### src/rtl/param_heap_pq_if.sv
// Request/response bundle for param_heap_pq: enqueue/dequeue handshake, top item and occupancy.
// The queue takes the slave side; the scheduler driving it takes the master side.
interface param_heap_pq_if #(
    parameter int unsigned KEY_WIDTH = 16,
    parameter int unsigned VAL_WIDTH = 16,
    parameter int unsigned LEVELS    = 4
);
    logic                 enq;
    logic                 deq;
    logic [KEY_WIDTH-1:0] key_i;
    logic [VAL_WIDTH-1:0] val_i;
    logic [KEY_WIDTH-1:0] key_o;
    logic [VAL_WIDTH-1:0] val_o;
    logic [LEVELS-1:0]    count;
    logic                 empty;
    logic                 full;
    logic                 busy;

    modport master (
        output enq, deq, key_i, val_i,
        input  key_o, val_o, count, empty, full, busy
    );

    modport slave (
        input  enq, deq, key_i, val_i,
        output key_o, val_o, count, empty, full, busy
    );
endinterface

### src/rtl/param_heap_pq.sv
// Binary-heap priority queue over a single-port RAM, min- or max-heap, with atomic replace.
// Operations are multi-cycle; requests are only taken while busy is low.
module param_heap_pq #(
    parameter int unsigned KEY_WIDTH = 16,
    parameter int unsigned VAL_WIDTH = 16,
    parameter int unsigned LEVELS    = 4,
    parameter int unsigned MAX_HEAP  = 0
) (
    input logic            clk,
    input logic            rst,
    param_heap_pq_if.slave bus
);
    localparam int unsigned CAP = (1 << LEVELS) - 1;
    localparam int unsigned IW  = LEVELS + 1;

    typedef struct packed {
        logic [KEY_WIDTH-1:0] key;
        logic [VAL_WIDTH-1:0] val;
    } item_t;

    typedef enum logic [3:0] {
        StIdle, StEnqWr, StUpRd, StUpCmp, StUpWr, StDqRd,
        StDqWr, StDnRdl, StDnRdr, StDnCmp, StDnWr1, StDnWr2
    } state_e;

    state_e            state_q, state_d;
    logic [LEVELS-1:0] count_q, idx_q, child_q, parent;
    logic [IW-1:0]     lidx, ridx, count_ext;
    item_t             item_q, other_q, left_q, top_q, rdata_q, ram_wdata, cand;
    logic              left_better_q, right_ok_q, rep_q;
    logic              ram_we, ram_re;
    logic [LEVELS-1:0] ram_addr;
    logic              idle, empty_w, full_w, acc_enq, acc_deq, acc_rep;
    logic              up_swap, right_pick, dn_swap;

    item_t mem [0:CAP];

    function automatic logic better(input logic [KEY_WIDTH-1:0] a,
                                    input logic [KEY_WIDTH-1:0] b);
        return (MAX_HEAP != 0) ? (a > b) : (a < b);
    endfunction

    // Slot 0 is never addressed; indices stay within LEVELS bits, children use LEVELS+1.
    always_ff @(posedge clk) begin
        if (ram_we) mem[ram_addr] <= ram_wdata;
        else if (ram_re) rdata_q <= mem[ram_addr];
    end

    assign parent    = idx_q >> 1;
    assign lidx      = {idx_q, 1'b0};
    assign ridx      = {idx_q, 1'b1};
    assign count_ext = {1'b0, count_q};
    assign idle      = (state_q == StIdle);
    assign empty_w   = (count_q == '0);
    assign full_w    = (count_q == LEVELS'(CAP));

    assign acc_enq = idle && bus.enq && (bus.deq ? empty_w : !full_w);
    assign acc_deq = idle && bus.deq && !bus.enq && !empty_w;
    assign acc_rep = idle && bus.deq && bus.enq && !empty_w;

    assign up_swap    = better(item_q.key, rdata_q.key);
    // Right only displaces the current winner when strictly better, so ties go left.
    assign cand       = left_better_q ? left_q : item_q;
    assign right_pick = right_ok_q && better(rdata_q.key, cand.key);
    assign dn_swap    = right_pick || left_better_q;

    always_ff @(posedge clk) begin
        if (rst) state_q <= StIdle;
        else     state_q <= state_d;
    end

    always_comb begin
        state_d = state_q;
        unique case (state_q)
            StIdle: begin
                if (acc_enq)      state_d = StEnqWr;
                else if (acc_deq) state_d = StDqRd;
                else if (acc_rep) state_d = StDqWr;
            end
            StEnqWr: state_d = (idx_q == LEVELS'(1)) ? StIdle : StUpRd;
            StUpRd:  state_d = StUpCmp;
            StUpCmp: state_d = up_swap ? StUpWr : StIdle;
            StUpWr:  state_d = (parent == LEVELS'(1)) ? StIdle : StUpRd;
            StDqRd:  state_d = (idx_q == LEVELS'(1)) ? StIdle : StDqWr;
            StDqWr:  state_d = StDnRdl;
            StDnRdl: state_d = (lidx > count_ext) ? StIdle : StDnRdr;
            StDnRdr: state_d = StDnCmp;
            StDnCmp: state_d = dn_swap ? StDnWr1 : StIdle;
            StDnWr1: state_d = StDnWr2;
            StDnWr2: state_d = StDnRdl;
            default: state_d = StIdle;
        endcase
    end

    always_comb begin
        ram_we    = 1'b0;
        ram_re    = 1'b0;
        ram_addr  = idx_q;
        ram_wdata = item_q;
        unique case (state_q)
            StEnqWr: ram_we = 1'b1;
            StUpRd: begin
                ram_re   = 1'b1;
                ram_addr = parent;
            end
            StUpCmp: begin
                ram_we   = up_swap;
                ram_addr = parent;
            end
            StUpWr: begin
                ram_we    = 1'b1;
                ram_wdata = other_q;
            end
            StDqRd: ram_re = 1'b1;
            StDqWr: begin
                ram_we    = 1'b1;
                ram_addr  = LEVELS'(1);
                ram_wdata = rep_q ? item_q : rdata_q;
            end
            StDnRdl: begin
                ram_re   = (lidx <= count_ext);
                ram_addr = lidx[LEVELS-1:0];
            end
            StDnRdr: begin
                ram_re   = (ridx <= count_ext);
                ram_addr = ridx[LEVELS-1:0];
            end
            StDnWr1: begin
                ram_we    = 1'b1;
                ram_wdata = other_q;
            end
            StDnWr2: begin
                ram_we   = 1'b1;
                ram_addr = child_q;
            end
            default: ;
        endcase
    end

    always_ff @(posedge clk) begin
        if (rst) begin
            count_q       <= '0;
            idx_q         <= '0;
            child_q       <= '0;
            item_q        <= '0;
            other_q       <= '0;
            left_q        <= '0;
            top_q         <= '0;
            left_better_q <= 1'b0;
            right_ok_q    <= 1'b0;
            rep_q         <= 1'b0;
        end else begin
            if (ram_we && ram_addr == LEVELS'(1)) top_q <= ram_wdata;
            case (state_q)
                StIdle: begin
                    if (acc_enq) begin
                        count_q <= count_q + 1'b1;
                        idx_q   <= count_q + 1'b1;
                        item_q  <= '{key: bus.key_i, val: bus.val_i};
                        rep_q   <= 1'b0;
                    end else if (acc_deq) begin
                        count_q <= count_q - 1'b1;
                        idx_q   <= count_q;
                        rep_q   <= 1'b0;
                    end else if (acc_rep) begin
                        item_q <= '{key: bus.key_i, val: bus.val_i};
                        rep_q  <= 1'b1;
                    end
                end
                StUpCmp: other_q <= rdata_q;
                StUpWr:  idx_q <= parent;
                StDqWr: begin
                    if (!rep_q) item_q <= rdata_q;
                    idx_q <= LEVELS'(1);
                end
                StDnRdr: begin
                    left_q        <= rdata_q;
                    left_better_q <= better(rdata_q.key, item_q.key);
                    right_ok_q    <= (ridx <= count_ext);
                end
                StDnCmp: begin
                    other_q <= right_pick ? rdata_q : left_q;
                    child_q <= right_pick ? ridx[LEVELS-1:0] : lidx[LEVELS-1:0];
                end
                StDnWr2: idx_q <= child_q;
                default: ;
            endcase
        end
    end

    assign bus.key_o = top_q.key;
    assign bus.val_o = top_q.val;
    assign bus.count = count_q;
    assign bus.empty = empty_w;
    assign bus.full  = full_w;
    assign bus.busy  = !idle;
endmodule

### src/flat_wrapper.sv
// flat-port wrapper written by rule: the top's interface ports become plain ports
module param_heap_pq_flat 
#(
    parameter int unsigned KEY_WIDTH = 16,
    parameter int unsigned VAL_WIDTH = 16,
    parameter int unsigned LEVELS    = 4,
    parameter int unsigned MAX_HEAP  = 0
)
  (clk, rst, bus_enq, bus_deq, bus_key_i, bus_val_i, bus_key_o, bus_val_o, bus_count, bus_empty, bus_full, bus_busy);
  param_heap_pq_if #(.KEY_WIDTH(KEY_WIDTH), .VAL_WIDTH(VAL_WIDTH), .LEVELS(LEVELS)) bus_i ();
  input logic clk;
  input logic rst;
  input wire logic [$bits(bus_i.enq)-1:0] bus_enq;
  input wire logic [$bits(bus_i.deq)-1:0] bus_deq;
  input wire logic [$bits(bus_i.key_i)-1:0] bus_key_i;
  input wire logic [$bits(bus_i.val_i)-1:0] bus_val_i;
  output wire logic [$bits(bus_i.key_o)-1:0] bus_key_o;
  output wire logic [$bits(bus_i.val_o)-1:0] bus_val_o;
  output wire logic [$bits(bus_i.count)-1:0] bus_count;
  output wire logic [$bits(bus_i.empty)-1:0] bus_empty;
  output wire logic [$bits(bus_i.full)-1:0] bus_full;
  output wire logic [$bits(bus_i.busy)-1:0] bus_busy;
  assign bus_i.enq = bus_enq;
  assign bus_i.deq = bus_deq;
  assign bus_i.key_i = bus_key_i;
  assign bus_i.val_i = bus_val_i;
  assign bus_key_o = bus_i.key_o;
  assign bus_val_o = bus_i.val_o;
  assign bus_count = bus_i.count;
  assign bus_empty = bus_i.empty;
  assign bus_full = bus_i.full;
  assign bus_busy = bus_i.busy;
  param_heap_pq #(.KEY_WIDTH(KEY_WIDTH), .VAL_WIDTH(VAL_WIDTH), .LEVELS(LEVELS), .MAX_HEAP(MAX_HEAP)) u_core (.clk(clk), .rst(rst), .bus(bus_i));
endmodule
### config.mk
export PLATFORM = sky130hd
export DESIGN_NAME = param_heap_pq_flat
export DESIGN_NICKNAME = d
export VERILOG_FILES = /design/src/rtl/param_heap_pq_if.sv /design/src/rtl/param_heap_pq.sv /design/src/flat_wrapper.sv
export SDC_FILE = /design/constraint.sdc
export NUM_CORES = 1
export LEC_CHECK = 0
export ABC_CLOCK_PERIOD_IN_PS = 7750
export CORE_UTILIZATION = 50
export DETAILED_ROUTE_END_ITERATION = 8
export PLACE_DENSITY = 0.67
export SYNTH_ARGS = -nofsm -noshare
export SYNTH_HDL_FRONTEND = slang
export SYNTH_SLANG_ARGS = --single-unit
### constraint.sdc
create_clock -name clk -period 7.75 [get_ports clk]
set_clock_uncertainty 0.15 [all_clocks]
set_input_delay 1.1625 -clock clk [delete_from_list [all_inputs] [get_ports clk]]
set_output_delay 1.1625 -clock clk [all_outputs]
set_load 0.005 [all_outputs]
After elaboration in Yosys (flattened, before gate mapping) --
Memory sizes are Yosys's and may differ from the RTL's. A register that Yosys moved wholly into a read port is not among the register bits. Index checks and enable logic that the tools add are counted.
Storage, ports and cells: flip-flop bits (word level) 147, memory bits (writable) 512, output and inout port bits 39, memories kept 1
Memory list:
- u_core.mem | words 16, width 32, rd ports 1, clocked after Yosys merged registers in 1, wr ports 1, RTL line param_heap_pq.sv:36 | item_t mem [0:CAP];
Cells by class: add/subtract/negate cells 2, order comparisons 6, equality and inequality tests 19, muxes and demuxes 34, bitwise operators 1, reduce and logical (&&, ||, !) cells 31
Operators by type and width (count):
- $mux W32 | 6
- $pmux W32 S2 | 3
- $lt A16 B16 Y1 | 3
- $pmux W4 S11 | 1
- $mux W4 | 9
- $eq A4 B4 Y1 const B | 5
- $pmux W4 S5 | 1
- $eq A4 B3 Y1 const B | 4
- $pmux W4 S4 | 1
- $eq A4 B1 Y1 const B | 3
- $le A5 B4 Y1 | 2
- $logic_and A1 B1 Y1 | 9
- $ne A3 B3 Y1 const B | 3
- $eq A4 B2 Y1 const B | 2
- $logic_not A4 Y1 | 2
- $reduce_and A2 Y1 | 4
- $reduce_or A2 Y1 | 4
- $mux W1 | 7
- $mux W3 | 2
- $reduce_bool A2 Y1 | 3
- $gt A5 B4 Y1 | 1
- $reduce_or A5 Y1 | 1
- $add A4 B1 Y4 const B | 1
- $logic_not A1 Y1 | 4
- other kinds (11) | 12

Longest topological paths before layout --
depth in word-level cells 8, depth in mapped cells 11, mapped depth without buffers 10

Worst setup path after synthesis --
Ideal clock, no wire load.
path kind register to register, from register u_core.rdata_q[17] in the netlist's numbering, to memory u_core.mem[10][0] in the netlist's numbering (enable), library setup time 513 ps, arrival time 5413 ps, slack 1674 ps, cell stages (with the launch flop) 10, buffers on the path 1, path through edfxtp_1 > inv_1 > ha_1 > nor2b_1 > o211ai_1 > a21boi_0 > nor4_2 > nor2_1 > clkbuf_1 > nor4b_1
On the way: longest elaborated chain between the ends 4
RTL lines:
- from (decl) | RTL line param_heap_pq.sv:29 | item_t item_q, other_q, left_q, top_q, rdata_q, ram_wdata, cand;
- from (signal assigned) | RTL line param_heap_pq.sv:46 | else if (ram_re) rdata_q <= mem[ram_addr];
- $lt A16 B16 Y1 | RTL line param_heap_pq.sv:40 | return (MAX_HEAP != 0) ? (a > b) : (a < b);
- $pmux W1 S2 | RTL line param_heap_pq.sv:100 | unique case (state_q)
- $mux W1 | RTL line param_heap_pq.sv:45 | if (ram_we) mem[ram_addr] <= ram_wdata;
- $mux W1 (not written as such) | RTL line param_heap_pq.sv:45
- to (decl) | RTL line param_heap_pq.sv:36
No other way between the ends.

Final worst setup path --
from register u_core.state_q[3], to register u_core.rdata_q[25] in the netlist's numbering, data pin
On the way: longest elaborated chain between the ends 5
RTL lines:
- from (decl) | RTL line param_heap_pq.sv:26 | state_e state_q, state_d;
- from (signal assigned) | RTL line param_heap_pq.sv:68 | if (rst) state_q <= StIdle;
- from (signal assigned) | RTL line param_heap_pq.sv:69 | else state_q <= state_d;
- $eq A4 B1 Y1, or another cell as far along
- $reduce_or A5 Y1 (no line)
- $pmux W1 S2
- $not A1 Y1 (no line)
- $reduce_and A2 Y1 (no line)
Parallel ways exist; a longest one is shown, timed or not. A chain may end at the register's enable or synchronous reset.

==> impl_metrics.toml <==
[drt]
drc = 0
drt_wl_total_um = 87200
wl_per_cell_um = 26.8
ant_nets = 0
drt_iter0_drc = 2765
avgViaCountPerCell = 6.65
vias = 21671
dr.pass1.iters = 8

[logic_synthesis]
yosys_warnings = 0
synth_cell_types = 66
synth-seq-cells = 691
synthesis.area_sq_um = 30900
async_reset_ff_frac = 0
syn_inst = 2438
synth_ff_type = "edfxtp_1"
ys_seq_area_frac = 0.623
syn-num-nets = 2513
synth_edf_count = 544
syn_area_per_cell_sq_um = 12.7

[power_and_ir_drop]
ir_worst_vdd_v = 0.000673
seqPwrFrac = 0.377
total_power_mw = 14.6
p_leak_nw = 11.8
clkPwrFrac = 0.234
pwr_density_cell_nw_per_um2 = 419
p_switching_mw = 5.81
switching_share = 0.399
p_comb_frac = 0.388
p_int_mw = 8.74

[timing]
min_period_ns = 5.08
slew_headroom = 0.113
slew_viol_final = 0
setup-violations-final = 0
period_share = 0.655
max_freq_ghz = 0.197
tightest_slew_ns = 1.33
finalHoldViolCount = 0
setup_ws_ns = 2.67
whs_ns = 0.305
fin_setup_tns_ns = 0
grt_setup_unrepaired = "no"

[cells_and_area]
final_cells = 3257
drive_above_1_share = 0.150
n_antenna_cell = 0
fin_util = 0.572
final_common_cell = "edfxtp_1"
fin_area_sq_um = 34700
fin_nets = 2491
syn_to_final_growth_pct = 12.3
final_cell_mix = "544 x edfxtp_1, 224 x o2111ai_1, 193 x inv_1"

[setup_path]
path_cells = "or4b_1 -> buf_4 -> nand2_1 -> a221oi_4 -> buf_4 -> nor2_4 -> buf_4 -> o211ai_1 -> nand4_1"
cp_data_required_time_ns = 8.04
worstSetupPathType = "reg -> reg"
reg2reg_from = "u_core.state_q[3]$_SDFFE_PP0P_"
critPathMaxFanout = 73
slowest_stage = "dfxtp_1"
critPathArrivalTime_ns = 5.37
path_common_cell = "buf_4"
cp.buffers_inverters = 3
cp_top_family = "simple AND/OR/NAND/NOR gates"
startpoint_type = "flop"
cp_slowest_stage_delay_ns = 0.86
end_kind = "flop"
critPathLaunch = "u_core.state_q[3]$_SDFFE_PP0P_"

[clock_tree]
cts_root_buf = "clkbuf_16"
cts.repair.resized = 0
cts_hold_buf = 0
cts_tree = "done"
cts_buffers = 72
clkSinkCount = 691
cts_buffer_depth = 3
clock_latency_ns = 0.62
cts_setup_buffers = 0
clk_pin_slew_ns = 0.06
htree_levels = 3

[grt]
global_route.overflow_total = 0
grt_max_degree = 150
grt_pass1_wl_um = 132000
antenna_found_initial = 0
track_usage = 0.276
grt_pass1_vias = 21286

[floorplan]
io-pin-count = 75
rows = 90
die_x_um = 251
coreArea_sq_um = 60700
die_h_um = 251
initial_utilization = 0.510
die_area_sq_um = 62900

[placed_design]
io_buffer_count = 74
place_ws_ns = 2.72
dpl.hpwl_um = 49100
dp_cells = 3124
dpl_cell_area_sq_um = 32400
gp_routability_congestion = 0.843

[status]
outcome = "complete, no violations"

[run]
cap_violations = 0

[hold_path]
min_path_type = "reg -> reg"
min_from = "u_core.left_q[6]$_SDFFE_PP0P_"
state kept, by name (all words and copies together) (netlist names), 16 cells and up:
signal,count
u_core.bus.key_o,16
u_core.bus.val_o,16
u_core.item_q,32
u_core.left_q,32
u_core.mem,512
u_core.other_q,32
u_core.rdata_q,32
worst register-to-register path, cell delays in order (launching register included):
cell and delay [ns]:
dfxtp_1 0.86, or4b_1 0.74, buf_4 0.36, nand2_1 0.24, a221oi_4 0.09, buf_4 0.35
nor2_4 0.72, buf_4 0.81, o211ai_1 0.36, nand4_1 0.22
per-layer routing:
layer | global-route usage | part of all wire | wire length (um) | vias up
met4 | 0.0957 | 0.025 | 2170 | 0
met5 | 0 | 0 | 0 | -
met3 | 0.0460 | 0.093 | 8080 | 155
met2 | 0.430 | 0.46 | 40400 | 1145
met1 | 0.393 | 0.42 | 36600 | 10824
li1 | - | - | - | 9547
area by class of cell:
| type | count | area [sq um] |
|---|---|---|
| Clock buffer | 93 | 1920 |
| Inverter | 195 | 732 |
| Tap cell | 782 | 978 |
| Sequential cell | 691 | 19300 |
| Timing Repair Buffer | 134 | 1200 |
| Fill cell | 4789 | 26000 |
| Clock inverter | 40 | 365 |
| Multi-Input combinational cell | 1322 | 10200 |
final timing paths:
path	to	slack, ns	cells after the start
max reg2reg	u_core.rdata_q[25]$_DFFE_PP_	2.67	9
max	u_core.rdata_q[25]$_DFFE_PP_	2.67	9
min reg2reg	u_core.left_q[6]$_SDFFE_PP0P_	0.30	2
min	u_core.left_q[6]$_SDFFE_PP0P_	0.30	2
synthesized netlist by cell type (4+ instances only):
cell type / number / share of area
nand2_1: 92 / 0.011
nand4_1: 40 / 0.0081
buf_2: 37 / 0.0060
nor4b_1: 9 / 0.0025
a21o_1: 11 / 0.0027
o221ai_1: 33 / 0.0093
o2111ai_1: 224 / 0.063
a222oi_1: 32 / 0.010
mux2i_1: 17 / 0.0055
nor3_1: 10 / 0.0016
or3_1: 32 / 0.0065
nand3b_1: 4 / 0.00097
xnor2_1: 4 / 0.0011
a311oi_1: 32 / 0.0091
a211oi_1: 41 / 0.010
clkbuf_1: 179 / 0.022
nor2b_1: 37 / 0.0075
nand2b_1: 5 / 0.0010
mux2_2: 132 / 0.048
nor2_1: 123 / 0.015
nand3_1: 44 / 0.0071
inv_1: 194 / 0.024
a21oi_1: 61 / 0.0099
mux2_4: 29 / 0.014
o21ai_0: 77 / 0.012
dfxtp_1: 147 / 0.095
o21ai_1: 5 / 0.00081
edfxtp_1: 544 / 0.53
ha_1: 39 / 0.016
o211ai_1: 131 / 0.032
nor4_1: 5 / 0.0010
buf_1: 8 / 0.00097
power by group through the flow:
stage,Combinational [mW],Clock (mW),Sequential (mW)
5_1_grt,6.04,3.58,5.52
4_1_cts,5.58,3.45,5.46
3_5_place_dp,5.56,0,5.54
2_1_floorplan,3.86,0,5.28
6_report,5.65,3.41,5.49
3_3_place_gp,5.40,0,5.52
cell families (layout without fill, tap and decap cells):
| kind of cell | count (synthesis) | count (layout) | share of synthesized area |
|---|---|---|---|
| buffers and inverters | 425 | 462 | 0.0542 |
| flip-flops | 691 | 691 | 0.623 |
| multiplexers | 178 | 178 | 0.0676 |
| XOR/XNOR | 4 | 4 | 0.00113 |
| adder cells (fa/ha/maj) | 39 | 39 | 0.0158 |
| AO/OA/AOI/OAI | 678 | 678 | 0.170 |
| AND/OR/NAND/NOR | 423 | 423 | 0.0686 |
Power figures use the tool's default switching activity.
